--- src/rtl/alu_mult_sequencer_pkg.sv ---
// rtl/alu_mult_sequencer_pkg.sv - shared FSM encoding and ALU operation codes
package alu_mult_sequencer_pkg;

    // Sequencer FSM encoding
    localparam logic [1:0] ST_IDLE = 2'd0;
    localparam logic [1:0] ST_RUN  = 2'd1;
    localparam logic [1:0] ST_DONE = 2'd2;

    // ALU operacion_i codes, shared with the main control unit
    localparam logic [3:0] ALU_OP_AND = 4'b0000;
    localparam logic [3:0] ALU_OP_OR  = 4'b0001;
    localparam logic [3:0] ALU_OP_ADD = 4'b0010;
    localparam logic [3:0] ALU_OP_SUB = 4'b0110;
    localparam logic [3:0] ALU_OP_SLT = 4'b0111;

endpackage

--- src/rtl/alu_mult_sequencer_if.sv ---
// rtl/alu_mult_sequencer_if.sv - control-unit handshake and shared-ALU bus of the multiply sequencer
interface alu_mult_sequencer_if #(
    parameter int N = 32
);
    // Control unit handshake
    logic             start_i;
    logic [N-1:0]     multiplicando_i;
    logic [N-1:0]     multiplicador_i;
    logic             busy_o;
    logic             done_o;
    logic [2*N-1:0]   producto_o;

    // Shared ALU operand/result bus
    logic             alu_sel_o;
    logic [N-1:0]     alu_a_o;
    logic [N-1:0]     alu_b_o;
    logic             alu_c_o;
    logic             alu_invert_o;
    logic [3:0]       alu_operacion_o;
    logic [N-1:0]     alu_resultado_i;
    logic             alu_c_i;

    // Control unit + datapath side
    modport master (
        output start_i, multiplicando_i, multiplicador_i,
        output alu_resultado_i, alu_c_i,
        input  busy_o, done_o, producto_o,
        input  alu_sel_o, alu_a_o, alu_b_o, alu_c_o, alu_invert_o, alu_operacion_o
    );

    // Sequencer side
    modport slave (
        input  start_i, multiplicando_i, multiplicador_i,
        input  alu_resultado_i, alu_c_i,
        output busy_o, done_o, producto_o,
        output alu_sel_o, alu_a_o, alu_b_o, alu_c_o, alu_invert_o, alu_operacion_o
    );
endinterface

--- src/rtl/alu_mult_sequencer.sv ---
// rtl/alu_mult_sequencer.sv - iterative shift-and-add N x N multiplier time-sharing the datapath ALU
module alu_mult_sequencer
    import alu_mult_sequencer_pkg::*;
#(
    parameter int         N      = 32,
    parameter logic [3:0] OP_ADD = ALU_OP_ADD
) (
    input  logic                 clk_i,
    input  logic                 rst_i,
    alu_mult_sequencer_if.slave  bus
);

    localparam int             CW   = $clog2(N);
    localparam logic [CW-1:0]  LAST = CW'(N - 1);

    logic [1:0]      state_q, state_d;
    logic [N-1:0]    hi_q, hi_d;
    logic [N-1:0]    lo_q, lo_d;
    logic [N-1:0]    mcand_q, mcand_d;
    logic [CW-1:0]   count_q, count_d;
    logic [2*N-1:0]  prod_q, prod_d;
    logic            done_q, done_d;

    logic            run;

    assign run = (state_q == ST_RUN);

    // Next-state logic: latch operands, one ALU add + right shift per multiplier bit, publish product
    always_comb begin
        state_d = state_q;
        hi_d    = hi_q;
        lo_d    = lo_q;
        mcand_d = mcand_q;
        count_d = count_q;
        prod_d  = prod_q;
        done_d  = 1'b0;
        case (state_q)
            ST_IDLE: begin
                if (bus.start_i) begin
                    hi_d    = '0;
                    lo_d    = bus.multiplicador_i;
                    mcand_d = bus.multiplicando_i;
                    count_d = '0;
                    state_d = ST_RUN;
                end
            end
            ST_RUN: begin
                // The ALU carry becomes the top bit, so the partial product never overflows;
                // the low bit of the sum shifts into lo as the consumed multiplier bit leaves.
                hi_d = {bus.alu_c_i, bus.alu_resultado_i[N-1:1]};
                lo_d = {bus.alu_resultado_i[0], lo_q[N-1:1]};
                if (count_q == LAST) begin
                    // Counter parks at its terminal value; it is re-zeroed by the next start.
                    state_d = ST_DONE;
                end else begin
                    count_d = count_q + CW'(1);
                end
            end
            ST_DONE: begin
                prod_d  = {hi_q, lo_q};
                done_d  = 1'b1;
                state_d = ST_IDLE;
            end
            default: begin
                state_d = ST_IDLE;
            end
        endcase
    end

    // State and datapath registers; reset aborts any operation in flight
    always_ff @(posedge clk_i) begin
        if (rst_i) begin
            state_q <= ST_IDLE;
            hi_q    <= '0;
            lo_q    <= '0;
            mcand_q <= '0;
            count_q <= '0;
            prod_q  <= '0;
            done_q  <= 1'b0;
        end else begin
            state_q <= state_d;
            hi_q    <= hi_d;
            lo_q    <= lo_d;
            mcand_q <= mcand_d;
            count_q <= count_d;
            prod_q  <= prod_d;
            done_q  <= done_d;
        end
    end

    // ALU operand drive, decoded from state; held at a quiet add while the datapath owns the ALU
    always_comb begin
        bus.alu_sel_o       = 1'b0;
        bus.alu_a_o         = '0;
        bus.alu_b_o         = '0;
        bus.alu_c_o         = 1'b0;
        bus.alu_invert_o    = 1'b0;
        bus.alu_operacion_o = OP_ADD;
        if (run) begin
            bus.alu_sel_o = 1'b1;
            bus.alu_a_o   = hi_q;
            bus.alu_b_o   = lo_q[0] ? mcand_q : '0;
        end
    end

    // Handshake outputs toward the control unit
    always_comb begin
        bus.busy_o     = (state_q != ST_IDLE);
        bus.done_o     = done_q;
        bus.producto_o = prod_q;
    end

endmodule

--- src/flat_wrapper.sv ---
// flat-port wrapper written by rule: the top's interface ports become plain ports
module alu_mult_sequencer_flat import alu_mult_sequencer_pkg::*;
#(
    parameter int         N      = 32,
    parameter logic [3:0] OP_ADD = ALU_OP_ADD
)
  (clk_i, rst_i, bus_start_i, bus_multiplicando_i, bus_multiplicador_i, bus_alu_resultado_i, bus_alu_c_i, bus_busy_o, bus_done_o, bus_producto_o, bus_alu_sel_o, bus_alu_a_o, bus_alu_b_o, bus_alu_c_o, bus_alu_invert_o, bus_alu_operacion_o);
  alu_mult_sequencer_if #(.N(N)) bus_i ();
  input  logic clk_i;
  input  logic rst_i;
  input wire logic [$bits(bus_i.start_i)-1:0] bus_start_i;
  input wire logic [$bits(bus_i.multiplicando_i)-1:0] bus_multiplicando_i;
  input wire logic [$bits(bus_i.multiplicador_i)-1:0] bus_multiplicador_i;
  input wire logic [$bits(bus_i.alu_resultado_i)-1:0] bus_alu_resultado_i;
  input wire logic [$bits(bus_i.alu_c_i)-1:0] bus_alu_c_i;
  output wire logic [$bits(bus_i.busy_o)-1:0] bus_busy_o;
  output wire logic [$bits(bus_i.done_o)-1:0] bus_done_o;
  output wire logic [$bits(bus_i.producto_o)-1:0] bus_producto_o;
  output wire logic [$bits(bus_i.alu_sel_o)-1:0] bus_alu_sel_o;
  output wire logic [$bits(bus_i.alu_a_o)-1:0] bus_alu_a_o;
  output wire logic [$bits(bus_i.alu_b_o)-1:0] bus_alu_b_o;
  output wire logic [$bits(bus_i.alu_c_o)-1:0] bus_alu_c_o;
  output wire logic [$bits(bus_i.alu_invert_o)-1:0] bus_alu_invert_o;
  output wire logic [$bits(bus_i.alu_operacion_o)-1:0] bus_alu_operacion_o;
  assign bus_i.start_i = bus_start_i;
  assign bus_i.multiplicando_i = bus_multiplicando_i;
  assign bus_i.multiplicador_i = bus_multiplicador_i;
  assign bus_i.alu_resultado_i = bus_alu_resultado_i;
  assign bus_i.alu_c_i = bus_alu_c_i;
  assign bus_busy_o = bus_i.busy_o;
  assign bus_done_o = bus_i.done_o;
  assign bus_producto_o = bus_i.producto_o;
  assign bus_alu_sel_o = bus_i.alu_sel_o;
  assign bus_alu_a_o = bus_i.alu_a_o;
  assign bus_alu_b_o = bus_i.alu_b_o;
  assign bus_alu_c_o = bus_i.alu_c_o;
  assign bus_alu_invert_o = bus_i.alu_invert_o;
  assign bus_alu_operacion_o = bus_i.alu_operacion_o;
  alu_mult_sequencer #(.N(N), .OP_ADD(OP_ADD)) u_core (.clk_i(clk_i), .rst_i(rst_i), .bus(bus_i));
endmodule
--- config.mk ---
export PLATFORM = sky130hd
export DESIGN_NAME = alu_mult_sequencer_flat
export DESIGN_NICKNAME = d
export VERILOG_FILES = /design/src/rtl/alu_mult_sequencer_pkg.sv /design/src/rtl/alu_mult_sequencer_if.sv /design/src/rtl/alu_mult_sequencer.sv /design/src/flat_wrapper.sv
export SDC_FILE = /design/constraint.sdc
export NUM_CORES = 1
export LEC_CHECK = 0
export CORE_UTILIZATION = 25
export DETAILED_ROUTE_END_ITERATION = 8
export GPL_ROUTABILITY_DRIVEN = 0
export PLACE_DENSITY_LB_ADDON = 0.05
export RECOVER_POWER = 100
export SETUP_SLACK_MARGIN = 0.5
export SLEW_MARGIN = 10
export SYNTH_ARGS = -nofsm -noshare
export SYNTH_HDL_FRONTEND = slang
export SYNTH_SLANG_ARGS = --single-unit
--- constraint.sdc ---
create_clock -name clk_i -period 3.8 [get_ports clk_i]
set_input_delay 0.76 -clock clk_i [delete_from_list [all_inputs] [get_ports clk_i]]
set_output_delay 0.76 -clock clk_i [all_outputs]
set_load 0.03 [all_outputs]
==> metrics.md, run 1 <==
| Metric | Value |
|---|---|
| Leak pwr | 3.98 nW |
| Hold Crit Class | flip-flop to flip-flop |
| Post-route clock skew | 10.7 ps |
| Final setup viols | 0 |
| Outcome | finished with violations |
| CP endpoint kind | primary output |
| Port bufs | 230 |
| RSZ-0062 raised after global routing | no |
| Slew @ Worst Pin | 2470 ps |
| Placed Area | 9300 um^2 |
| Detailed-route via count | 6264 |
| Setup Buffers After CTS | 0 |
| Commonest non-fill, non-tap cell in the layout | nand2_1 |
| Largest net degree at the start of global routing | 70 |
| Multi-input gate area | 2960 um^2 |
| Drt first pass iters | 4 |
| Mapped Cells | 864 |
| Root Driver | clkbuf_16 |
| Vias per cell | 4.45 |
| Fmax achieved | 300 MHz |
| H-Tree Depth | 4 |
| CP Class | flip-flop to primary output |
| Row count | 60 |
| Initial antenna violation count | 2 |
| Top FF cell, synth | dfxtp_1 |
| Worst Slack Setup Final | 467 ps |
| Hold path cells | 2 |
| Detail Placement HPWL | 14200 um |
| Number of buffers created by CTS | 17 |
| Slew Limit Fails | 198 |
| Period utilization | 87.7% |
| Vias in the first global route | 6081 |
| Worst-Skew Late Latency | 430 ps |
| DR iter-0 viols | 311 |
| CP max FO | 26 |
| Dpl ws | 959 ps |
| Crit path launch | u_core.state_q[1] |
| Register area | 3370 um^2 |
| Final instance area | 9780 um^2 |
| EDFF count, synth | 0 |
| Share of post-route cells with drive strength above 1 | 5.16% |
| Worst reg-to-reg setup slack | 750 ps |
| Fill cells | 2938 |
| CP arrival | 2570 ps |
| Drt drc | 0 |
| Total negative slack | 0 ps |
| First-pass GRT wire length | 34800 um |
| Chip height | 167 um |
| Maxcap violations | 4 |
| Core ar. | 26900 um^2 |
| Startpoint Class | flip-flop |
| Synth top area share | 49.3% |
| R2R cell count | 4 |
| Termination of the worst setup path | bus_alu_a_o[18] |
| Asr flop ratio synth | 0% |
| Starting density of the core | 25.4% |
| Final wirelength | 22000 um |
| FF-to-FF End | u_core.bus.producto_o[3] |
| PD cells | 410 nW/um^2 |
| Final worst path period need | 3330 ps |
| Peak supply drop | 0.204 mV |
| Die width | 167 um |
| Rel. slew slack | -65.1% |
| Failing checks | capacitance limit, slew limit |
| Final Hold Viols | 0 |
| WL/cell | 15.6 um |
| Post-synth top area cell | dfxtp_1 |
| CTS tree | built |
| YS warnings | 0 |
| Post-CTS Hold Buffers | 0 |
| Die Footprint | 27900 um^2 |
| Number of I/O pins | 237 |
| End-of-flow core utilization | 36.4% |
| Synthesized cell area | 6820 um^2 |
| FF+latch count, synth | 168 |
| CTS clk-pin slew, worst paths | 60 ps |
| CTS max path bufs | 2 |
| Post-synthesis cell type count | 32 |
| Synth top area cells | dfxtp_1 49%, nand2_1 16%, a21oi_1 9.6% |
| Commonest cells after routing, fill and taps aside | 291 x nand2_1, 166 x dfxtp_1, 131 x a21oi_1 |
| Tot GR Track Use | 15.9% |
| Average size of a mapped cell | 7.89 um^2 |
| Fin nets | 1155 |
| CTS Sinks | 168 |
| Critical Path RT | 3040 ps |
| GRT overflow | 0 |
| Antenna-violating nets left | 0 |
| Layout area overhead | 43.4% |
| Sequential fraction of the synthesis area | 49.3% |
| RR Startpoint | u_core.state_q[1] |
worst max-delay path, cell delays in order (launching register included):
cell and delay, ps:
dfxtp_1 520, nand2b_1 200, clkinv_2 250, buf_4 320, and2_1 180, dlygate4sd3_1 680
cell usage after synthesis (2+ instances only):
| cell type | instances |
|---|---|
| nor3_1 | 3 |
| buf_4 | 12 |
| nor3b_1 | 3 |
| nor2_1 | 36 |
| dfxtp_1 | 168 |
| nand3b_1 | 2 |
| buf_6 | 10 |
| and2_1 | 32 |
| conb_1 | 2 |
| nand2_1 | 291 |
| and3_1 | 33 |
| nand3_1 | 24 |
| ha_1 | 2 |
| a21oi_1 | 131 |
| buf_2 | 28 |
| nand2b_1 | 4 |
| nand3_2 | 8 |
| a311oi_1 | 32 |
| clkbuf_1 | 30 |
final cells by class:
type	count	share of cell area, %
clock buffer	19	4.43
sequential	168	34.4
clock inverter	12	1.22
antenna	1	0.0256
multi-input combinational	617	30.2
timing repair buffer	248	25.2
inverter	1	0.0512
tap	341	4.36
power by group:
group	leakage, nW	total (mW)	internal, mW	switching [mW]
registers	1.37	1.89	1.83	0.0611
logic	2.36	0.429	0.191	0.237
clock network	0.249	1.69	0.909	0.780
total	3.98	4.01	2.93	1.08
routing by layer:
metal	GRT usage, %	vias to the layer above	part of all wire, %
li1	-	3230	-
met1	21.1	2844	47
met2	24.2	172	44
met3	5.27	18	7.2
met4	5.11	0	1.4
met5	0	-	0
registers in the layout, summed over array words and instances (netlist names):
name                   count
u_core.state_q             2
u_core.count_q             5
u_core.bus.producto_o     64
u_core.bus.done_o          1
u_core.lo_q               32
u_core.mcand_q            32
u_core.hi_q               32
through the flow:
step / cells / hold slack (ps) / total power, mW
after floorplan: 868 / 432 / 2.18
after global placement: 1375 / 441 / 2.39
after detailed placement: 1375 / 444 / 2.38
after CTS: 1406 / 455 / 4.10
after global routing: 1407 / 471 / 4.21
final: 1407 / 451 / 4.01
cell families (layout without fill, tap and decap cells):
| group | count (synthesis) | count (layout) | synth area share, % |
|---|---|---|---|
| compound gates | 165 | 165 | 14.0 |
| xor+xnor | 1 | 1 | 0.128 |
| fa+ha+maj | 2 | 2 | 0.367 |
| buf+inv | 83 | 280 | 6.86 |
| flops | 168 | 168 | 49.3 |
| mux | 1 | 1 | 0.165 |
| other cells | 2 | 7 | 0.110 |
| simple gates | 442 | 442 | 29.1 |
what timing repair did:
| action | 4_1_cts | 5_1_grt |
|---|---|---|
| endpoints found under the setup margin | 12 | 4 |
| pin swaps | 0 | 0 |
| resized for setup | 2 | 1 |
worst min path at each step:
stage	slack [ps]	endpoint	from
floorplan	430	u_core.mcand_q[31]	u_core.mcand_q[31]
global placement	440	u_core.mcand_q[27]	u_core.mcand_q[27]
detailed placement	440	u_core.mcand_q[21]	u_core.mcand_q[21]
CTS	460	u_core.mcand_q[31]	u_core.mcand_q[31]
global route	470	u_core.mcand_q[31]	u_core.mcand_q[31]
finish	450	u_core.bus.producto_o[35]	u_core.bus.producto_o[35]
(Power assumes the default switching activity.)
==> run 2: changes to the inputs <==
Settings changed: PLACE_DENSITY from default to 0.55, PLACE_DENSITY_LB_ADDON 0.05 to default, RECOVER_POWER 100 to default.
==> run 2 against run 1 <==
Against the previous run:
- the flow finishes with violations (DRC)
- routed wire length is 6.6% lower
- maximum frequency is 6.8% higher
- final area hardly changed
- global-route usage is 1.0 points lower
- first-iteration DRC count is 27% higher
- critical path type unchanged
- highest routed layer unchanged
- sequential share of layout area hardly changed
- die area stayed put
==> metrics.md, run 2 (same netlist as run 1, synthesis figures left out) <==
| Metric | Value |
|---|---|
| Largest net degree at the start of global routing | 99 |
| Initial antenna violation count | 2 |
| Die width | 167 um |
| Drt first pass iters | 7 |
| PD cells | 405 nW/um^2 |
| Number of buffers created by CTS | 17 |
| Pint | 2.89 mW |
| Crit path launch | u_core.lo_q[0] |
| Final worst path period need | 3120 ps |
| Commonest cells after routing, fill and taps aside | 291 x nand2_1, 228 x clkdlybuf4s50_1, 167 x dfxtp_1 |
| Root Driver | clkbuf_16 |
| Drt drc | 1 |
| Share of post-route cells with drive strength above 1 | 5.77% |
| CP max FO | 34 |
| Gate power share | 10.6% |
| Die Footprint | 27900 um^2 |
| Setup Buffers After CTS | 0 |
| R2R cell count | 4 |
| Commonest non-fill, non-tap cell in the layout | nand2_1 |
| Total power | 3.97 mW |
| Slew @ Worst Pin | 976 ps |
| Starting density of the core | 25.4% |
| Worst Slack Setup Final | 679 ps |
| Hold Crit Class | flip-flop to flip-flop |
| Vias in the first global route | 6129 |
| Port bufs | 230 |
| Final wirelength | 20500 um |
| CTS clk-pin slew, worst paths | 70 ps |
| Maxcap violations | 0 |
| Worst reg-to-reg setup slack | 1840 ps |
| Sw frac | 27.0% |
| Power share of the sequential group | 47.8% |
| Fin nets | 1146 |
| Final setup viols | 0 |
| RR Startpoint | u_core.state_q[1] |
| Register area | 3360 um^2 |
| WL/cell | 14.7 um |
| Hold_sp | u_core.bus.producto_o[3] |
| Dpl ws | 1050 ps |
| First-pass GRT wire length | 33100 um |
| Max FFs per register | 64 |
| Total negative slack | 0 ps |
| Period utilization | 82.1% |
| CTS Sinks | 168 |
| Multi-input gate area | 3010 um^2 |
| Detail Placement HPWL | 12900 um |
| Termination of the worst setup path | bus_alu_b_o[12] |
| Number of I/O pins | 237 |
| Antenna-violating nets left | 0 |
| DR iter-0 viols | 395 |
| Peak supply drop | 0.279 mV |
| Fill cells | 2834 |
| FF-to-FF End | u_core.lo_q[0] |
| Sw power | 1.07 mW |
| Fmax achieved | 320 MHz |
| Outcome | finished with violations |
| CTS tree | built |
| Worst-Skew Late Latency | 420 ps |
| CP endpoint kind | primary output |
| Core ar. | 26900 um^2 |
| Detailed-route via count | 6302 |
| CTS max path bufs | 2 |
| Failing checks | DRC |
| Layout area overhead | 43.5% |
| Chip height | 167 um |
| H-Tree Depth | 4 |
| Leak pwr | 3.51 nW |
| RSZ-0062 raised after global routing | no |
| Critical Path RT | 3040 ps |
| Clock share of power | 41.7% |
| Tot GR Track Use | 14.8% |
| Post-CTS Hold Buffers | 0 |
| Row count | 60 |
| Placed Cells | 1366 |
| GRT overflow | 0 |
| Final Hold Viols | 0 |
| Startpoint Class | flip-flop |
| CP arrival | 2360 ps |
| Slew Limit Fails | 0 |
| Rel. slew slack | 34.8% |
| CP Class | flip-flop to primary output |
| Finished Layout Cells | 1399 |
| Placed Area | 9230 um^2 |
| Final instance area | 9780 um^2 |
| Post-route clock skew | 9.35 ps |
| Vias per cell | 4.50 |
[run 2: critical path: stages (launching register included)]
cell,delay [ps]
dfxtp_1,960
and3_1,290
clkdlybuf4s50_1,670
[run 2: how the worst min path moves through the flow]
stage                           endpoint  slack, ps  depth (start not counted)
2_1_floorplan         u_core.mcand_q[31]        430                          2
3_3_place_gp    u_core.bus.producto_o[0]        440                          2
3_5_place_dp          u_core.mcand_q[22]        440                          2
4_1_cts        u_core.bus.producto_o[45]        450                          2
5_1_grt        u_core.bus.producto_o[43]        470                          2
6_report        u_core.bus.producto_o[3]        450                          2
[run 2: power groups by stage]
stage / Clock [mW] / Sequential (mW) / Combinational, mW
global route: 1.78 / 1.91 / 0.466
finish: 1.65 / 1.89 / 0.420
global placement: 0 / 1.93 / 0.423
CTS: 1.71 / 1.89 / 0.428
floorplan: 0 / 1.91 / 0.276
detailed placement: 0 / 1.93 / 0.426
[run 2: repair_timing]
action	4_1_cts	5_1_grt
resized for setup	0	1
hold endpoints to repair	0	0
setup endpoints to repair	0	39
[run 2: metal layers]
layer  vias up  global-route usage, %  wire (um)
met1      2911                   19.0       9750
met3        17                   3.78       1200
li1       3200                      -          -
met2       174                   24.0       9210
met5         -                      0          0
met4         0                   5.38        371
[run 2: metrics by stage]
| step | utilization [%] | hold WS, ps |
|---|---|---|
| floorplan | - | 432 |
| global placement | 34.3 | 441 |
| detailed placement | 34.3 | 444 |
| CTS | 36.4 | 455 |
| global route | 36.4 | 468 |
| finish | 36.4 | 452 |
[run 2: cell type report]
cell class | instances | area share (%)
diodes | 1 | 0.0256
clock inverters | 13 | 1.14
repair buffers | 239 | 24.7
multi-input cells | 617 | 30.8
inverters | 1 | 0.0512
clock buffers | 19 | 4.53
flip-flops and latches | 168 | 34.4
well taps | 341 | 4.36
